<file path="config.mk">
export PLATFORM = sky130hd
export DESIGN_NAME = node_segment_streamer
export DESIGN_NICKNAME = d
export VERILOG_FILES = /design/src/rtl/node_segment_streamer_pkg.sv /design/src/rtl/node_snapshot_bank.sv /design/src/rtl/node_segment_streamer.sv
export SDC_FILE = /design/constraint.sdc
export NUM_CORES = 2
export LEC_CHECK = 0
export CELL_PAD_IN_SITES_DETAIL_PLACEMENT = 0
export CELL_PAD_IN_SITES_GLOBAL_PLACEMENT = 1
export CORE_AREA = 4 4 537 539
export CTS_CLUSTER_SIZE = 14
export DETAILED_ROUTE_END_ITERATION = 6
export DIE_AREA = 0 0 541 543
export PLACE_DENSITY = 0.58
export SLEW_MARGIN = 20
export SYNTH_ARGS = -nofsm -noshare
export SYNTH_HDL_FRONTEND = slang
export SYNTH_SLANG_ARGS = --single-unit
</file>
<file path="constraint.sdc">
create_clock -name clk -period 9.3 [get_ports clk]
set_input_delay 1.86 -clock clk [delete_from_list [all_inputs] [get_ports clk]]
set_output_delay 1.86 -clock clk [all_outputs]
set_load 0.005 [all_outputs]
</file>
<file path="src/rtl/node_segment_streamer_pkg.sv">
// Shared definitions for the node segment streamer.
// State encoding and the flattened-bus slice offset helper.
package node_segment_streamer_pkg;

    typedef enum logic [1:0] {
        IDLE = 2'd0,
        LOAD = 2'd1,
        SEND = 2'd2
    } state_t;

    // Bit offset of node n on a bus whose nodes are width-1 bits wide
    function automatic int slice_base(input int width, input int n);
        return (width - 1) * n;
    endfunction

endpackage

</file>
<file path="src/rtl/node_snapshot_bank.sv">
// Snapshot register file for every node position in the chain.
// Parallel load from the flattened buses, two combinational read ports.
module node_snapshot_bank
    import node_segment_streamer_pkg::*;
#(
    parameter int width = 32,
    parameter int nodes = 20
) (
    input  logic                           clk,
    input  logic                           reset,
    input  logic                           load,
    input  logic [(width-1)*nodes-1:0]     nodes_x,
    input  logic [(width-1)*nodes-1:0]     nodes_y,
    input  logic [$clog2(nodes)-1:0]       index,
    output logic [width-2:0]               x0,
    output logic [width-2:0]               y0,
    output logic [width-2:0]               x1,
    output logic [width-2:0]               y1
);
    localparam int dw = width - 1;
    localparam int iw = $clog2(nodes);

    logic [dw-1:0] snap_x [nodes];
    logic [dw-1:0] snap_y [nodes];
    logic [iw-1:0] next_index;

    assign next_index = index + iw'(1);

    // Capture every node slice of both buses in one edge
    always_ff @(posedge clk or negedge reset) begin
        if (!reset) begin
            for (int n = 0; n < nodes; n++) begin
                snap_x[n] <= '0;
                snap_y[n] <= '0;
            end
        end else if (load) begin
            for (int n = 0; n < nodes; n++) begin
                snap_x[n] <= nodes_x[slice_base(width, n) +: dw];
                snap_y[n] <= nodes_y[slice_base(width, n) +: dw];
            end
        end
    end

    // Read the node pair (index, index+1); out-of-range reads give 0
    always_comb begin
        x0 = '0;
        y0 = '0;
        x1 = '0;
        y1 = '0;
        for (int n = 0; n < nodes; n++) begin
            if (index == n[iw-1:0]) begin
                x0 = snap_x[n];
                y0 = snap_y[n];
            end
            if (next_index == n[iw-1:0]) begin
                x1 = snap_x[n];
                y1 = snap_y[n];
            end
        end
    end

endmodule

</file>
<file path="src/rtl/node_segment_streamer.sv">
// Snapshots all core node-position buses on a frame request and
// streams consecutive node pairs as line segments over valid/ready.
module node_segment_streamer
    import node_segment_streamer_pkg::*;
#(
    parameter int node_contains = 5,
    parameter int core_count    = 4,
    parameter int width         = 32
) (
    input  logic                                          clk,
    input  logic                                          reset,
    input  logic                                          frame_req,
    input  logic [(width-1)*node_contains*core_count-1:0] nodes_x,
    input  logic [(width-1)*node_contains*core_count-1:0] nodes_y,
    output logic [width-2:0]                              seg_x0,
    output logic [width-2:0]                              seg_y0,
    output logic [width-2:0]                              seg_x1,
    output logic [width-2:0]                              seg_y1,
    output logic                                          seg_valid,
    input  logic                                          seg_ready,
    output logic                                          seg_last,
    output logic                                          busy,
    output logic                                          frame_done,
    output logic                                          frame_dropped
);
    localparam int nodes = node_contains * core_count;
    localparam int segs  = nodes - 1;
    localparam int iw    = $clog2(nodes);
    localparam logic [iw-1:0] last_index = iw'(segs - 1);

    if (nodes < 2) begin : g_size_check
        $error("node_segment_streamer needs at least two nodes");
    end

    state_t        state;
    logic [iw-1:0] index;
    logic [iw-1:0] rd_index;
    logic          capture;
    logic          advance;
    logic [width-2:0] rd_x0;
    logic [width-2:0] rd_y0;
    logic [width-2:0] rd_x1;
    logic [width-2:0] rd_y1;

    // A handshake on a non-final segment reads the next pair early so it
    // can be registered on the same edge, giving one segment per cycle
    assign capture  = (state == IDLE) && frame_req;
    assign advance  = (state == SEND) && seg_valid && seg_ready
                      && (index != last_index);
    assign rd_index = advance ? index + iw'(1) : index;

    node_snapshot_bank #(
        .width (width),
        .nodes (nodes)
    ) u_bank (
        .clk     (clk),
        .reset   (reset),
        .load    (capture),
        .nodes_x (nodes_x),
        .nodes_y (nodes_y),
        .index   (rd_index),
        .x0      (rd_x0),
        .y0      (rd_y0),
        .x1      (rd_x1),
        .y1      (rd_y1)
    );

    // Frame FSM with registered segment outputs and status pulses
    always_ff @(posedge clk or negedge reset) begin
        if (!reset) begin
            state         <= IDLE;
            index         <= '0;
            seg_x0        <= '0;
            seg_y0        <= '0;
            seg_x1        <= '0;
            seg_y1        <= '0;
            seg_valid     <= 1'b0;
            seg_last      <= 1'b0;
            busy          <= 1'b0;
            frame_done    <= 1'b0;
            frame_dropped <= 1'b0;
        end else begin
            frame_done    <= 1'b0;
            frame_dropped <= frame_req && (state != IDLE);
            unique case (state)
                IDLE: begin
                    if (frame_req) begin
                        busy  <= 1'b1;
                        index <= '0;
                        state <= LOAD;
                    end
                end
                LOAD: begin
                    seg_x0    <= rd_x0;
                    seg_y0    <= rd_y0;
                    seg_x1    <= rd_x1;
                    seg_y1    <= rd_y1;
                    seg_valid <= 1'b1;
                    seg_last  <= (index == last_index);
                    state     <= SEND;
                end
                SEND: begin
                    if (seg_valid && seg_ready) begin
                        if (index == last_index) begin
                            seg_valid  <= 1'b0;
                            seg_last   <= 1'b0;
                            busy       <= 1'b0;
                            frame_done <= 1'b1;
                            state      <= IDLE;
                        end else begin
                            index    <= rd_index;
                            seg_x0   <= rd_x0;
                            seg_y0   <= rd_y0;
                            seg_x1   <= rd_x1;
                            seg_y1   <= rd_y1;
                            seg_last <= (rd_index == last_index);
                        end
                    end
                end
                default: state <= IDLE;
            endcase
        end
    end

endmodule

</file>
==> qor.yml <==
critical_path:
  worstReg2RegEnd: "seg_x0[8]"
  rr_startpoint: "index[0]"
  worst-r2r-setup-slack_ns: 1.83
  startpoint: "index[0]"
  cp.required_ns: 10.09
  crit_end: "seg_x0[8]"
  crit_type: "flip-flop to flip-flop"
  rr_worst_depth: 13
  cp-start-kind: "flip-flop"
  path_max_fanout: 42
  arrival_ns: 8.27
  cp-end-kind: "flip-flop"
pwr:
  p_sw_mw: 16.8
  clkPwrFrac: 0.196
  vdd.ir_drop.worst_uv: 182
  p_seq_frac: 0.413
  internal-power_mw: 19.1
  p_leak_nw: 37.1
  p_per_area_nw_per_um2: 376
  power_frac_comb: 0.391
  totalPowerFinal_mw: 35.9
  switching_share: 0.467
run_status:
  outcome: "complete, but fails checks"
  violations: "DRC"
floorplan:
  die_x_um: 541
  num_io_pins: 1373
  row_count: 196
  dieArea_sq_um: 294000
  die_h_um: 543
  start_util: 0.248
  core-area_sq_um: 284000
timing:
  fin_tns_setup_ns: 0
  worstMarginPinSlew_ns: 1.35
  rsz0062_at_grt: "no"
  fin_ws_ns: 1.83
  finalMaxSlewViolations: 0
  max-slew-margin-rel: 0.0945
  fmax_ghz: 0.134
  hold_violations: 0
  period_needed_ns: 7.47
  skew_ns: 0.0672
  fin_crit_sh: 0.804
  setup-violations-final: 0
place:
  pre_cts_slack_ns: 1.67
  dp_hpwl_um: 434000
  port_buffers: 1372
  post_dp_cell_area_sq_um: 89300
  gp_congestion: 1.00
global_routing:
  overflow: 0
  grt_usage: 0.359
  grt_pass1_wl_um: 700000
  antenna_found_initial: 317
  grt_pass1_vias: 65100
  grt_max_degree: 166
routing:
  via_per_inst: 6.12
  wl_per_cell_um: 48.0
  ant_nets: 0
  drc: 45
  drtPass1Iterations: 7
  wirelength_um: 552000
  num_vias: 70400
  drt_first_iter_violations: 12900
clocking:
  cts_resized: 0
  cts_sinks: 1376
  cts_hold_buf: 0
  cts_tree: "built"
  cts_buffer_depth: 4
  cts_root_buf: "clkbuf_16"
  postCtsSetupRepairBufs: 0
  clkTransAtPathRegs_ns: 0.06
  clkLatencyLatePin_ns: 0.89
  htree_levels: 4
  numCtsBuffers: 175
job:
  drv_cap: 0
yosys:
  syn_inst: 6254
  synthTopCellsByArea: "dfrtp_1, mux2_2, a22oi_1"
  yosysSeqAreaShare: 0.489
  post-synth-top-area-cell: "dfrtp_1"
  synth_warnings: 0
  syn-num-nets: 7504
  syn-cell-area_sq_um: 70500
  ys_types: 103
  synthFlopType: "dfrtp_1"
  synth.avg_cell_area_sq_um: 11.3
  ys_ff_latch: 1376
  yosysTopAreaCellShare: 0.489
  synth_edf_count: 0
  async_reset_ff_frac: 1.00
hold_path:
  min_path_type: "flip-flop to flip-flop"
cells_and_area:
  drive_gt1_frac: 0.252
  fin_nets: 8744
  fin_area_sq_um: 95400
  syn_to_final_growth_pct: 35.5
-- cells in the final DEF (no fill, tap or decap), drive strengths merged, types with 29 or more instances in the layout --
master,netlist,final
a31oi,84,84
a221oi,174,174
o22ai,243,243
mux2,1243,1243
nand3,72,72
nor3,97,97
diode,0,132
a211oi,34,34
o211ai,78,78
a22oi,232,232
nor2,288,288
a221o,68,68
nor4,45,45
buf,206,240
o21ai,312,312
a22o,55,55
a222oi,86,86
clkbuf,344,246
a21o,29,29
o221ai,41,41
and3,71,71
nand4,51,51
a21oi,290,290
clkdlybuf4s50,0,1371
or3,49,49
clkinv,0,32
dfrtp,1376,1376
nand2,327,327
-- area by class of cell --
| type | count | area (sq um) |
|---|---|---|
| Sequential cell | 1376 | 34400 |
| Fill cell | 28700 | 189000 |
| Clock inverter | 54 | 647 |
| Inverter | 21 | 78.8 |
| Tap cell | 3762 | 4710 |
| Antenna cell | 132 | 330 |
| Timing Repair Buffer | 1613 | 15900 |
| Clock buffer | 244 | 5070 |
| Multi-Input combinational cell | 4307 | 34300 |
-- worst min-delay path by stage --
stage                              to  cells past startpoint              start  slack [ns]
floorplan           u_bank.snap_x[15]                      1  u_bank.snap_x[15]        0.47
CTS                        seg_x1[23]                      2         seg_x1[23]        0.49
global route               seg_x0[19]                      2         seg_x0[19]        0.52
detailed placement         seg_x1[23]                      2         seg_x1[23]        0.48
global placement           seg_x0[19]                      2         seg_x0[19]        0.48
finish                     seg_y1[11]                      2         seg_y1[11]        0.50
-- through the flow --
step / hold WS [ns] / instances / utilization
after floorplan: 0.470 / 6254 / -
after CTS: 0.495 / 11400 / 0.335
final: 0.498 / 11500 / 0.336
after global placement: 0.480 / 11100 / 0.314
after global routing: 0.522 / 11400 / 0.335
after detailed placement: 0.483 / 11100 / 0.315
-- synthesized netlist by cell type, drive strengths merged, types with 21 or more instances --
cell        n
o221ai     41
nor2      288
o22ai     243
a222oi     86
nand3      72
a211o      24
inv        21
a211oi     34
a22oi     232
mux2     1243
o2bb2ai    24
a31oi      84
o21ai     312
nand4      51
o2111ai    27
o21a       24
a22o       55
o211ai     78
nor4       45
buf       206
a21o       29
or3        49
a221oi    174
nor3       97
and3       71
nand2     327
a221o      68
a21oi     290
clkbuf    344
dfrtp    1376
-- power groups by stage --
stage	clock, mW	sequential (mW)	combinational [mW]
final	7.03	14.8	14.0
after global routing	7.35	14.7	14.4
after CTS	7.15	14.3	13.4
after detailed placement	0	14.4	13.3
after global placement	0	14.4	13.2
after floorplan	0	10.9	7.48
-- sequential cells by signal, summed over array words and instances (netlist names), 2 cells and up --
signal,flops
seg_y0,31
seg_x1,31
u_bank.snap_y,620
seg_x0,31
state,2
u_bank.snap_x,620
seg_y1,31
index,5
-- metal layers --
| layer | vias up | track usage | wire (um) |
|---|---|---|---|
| li1 | 26900 | - | - |
| met1 | 36300 | 0.471 | 222000 |
| met2 | 5767 | 0.491 | 219000 |
| met3 | 1179 | 0.178 | 80600 |
| met4 | 254 | 0.159 | 28500 |
| met5 | - | 0 | 1650 |
-- kinds of logic after synthesis --
| group | Yosys count | synth area share |
|---|---|---|
| flops | 1376 | 0.489 |
| xor+xnor | 3 | 0.000480 |
| fa+ha+maj | 6 | 0.00107 |
| buf+inv | 571 | 0.0341 |
| simple gates | 1051 | 0.0715 |
| compound gates | 1984 | 0.202 |
| mux | 1263 | 0.202 |
-- critical path: stages, from the launching register on --
cell and delay, ns:
dfrtp_4 0.88, inv_1 0.14, ha_2 0.58, buf_4 0.53, inv_1 0.52, nor4_2 0.93, nor2_4 0.43, buf_12 0.34
a21oi_4 0.64, buf_4 0.69, a21oi_1 0.17, and3_1 0.24, a211oi_1 0.98, o31a_1 0.24
No activity file was read; power rests on OpenSTA's default activity.
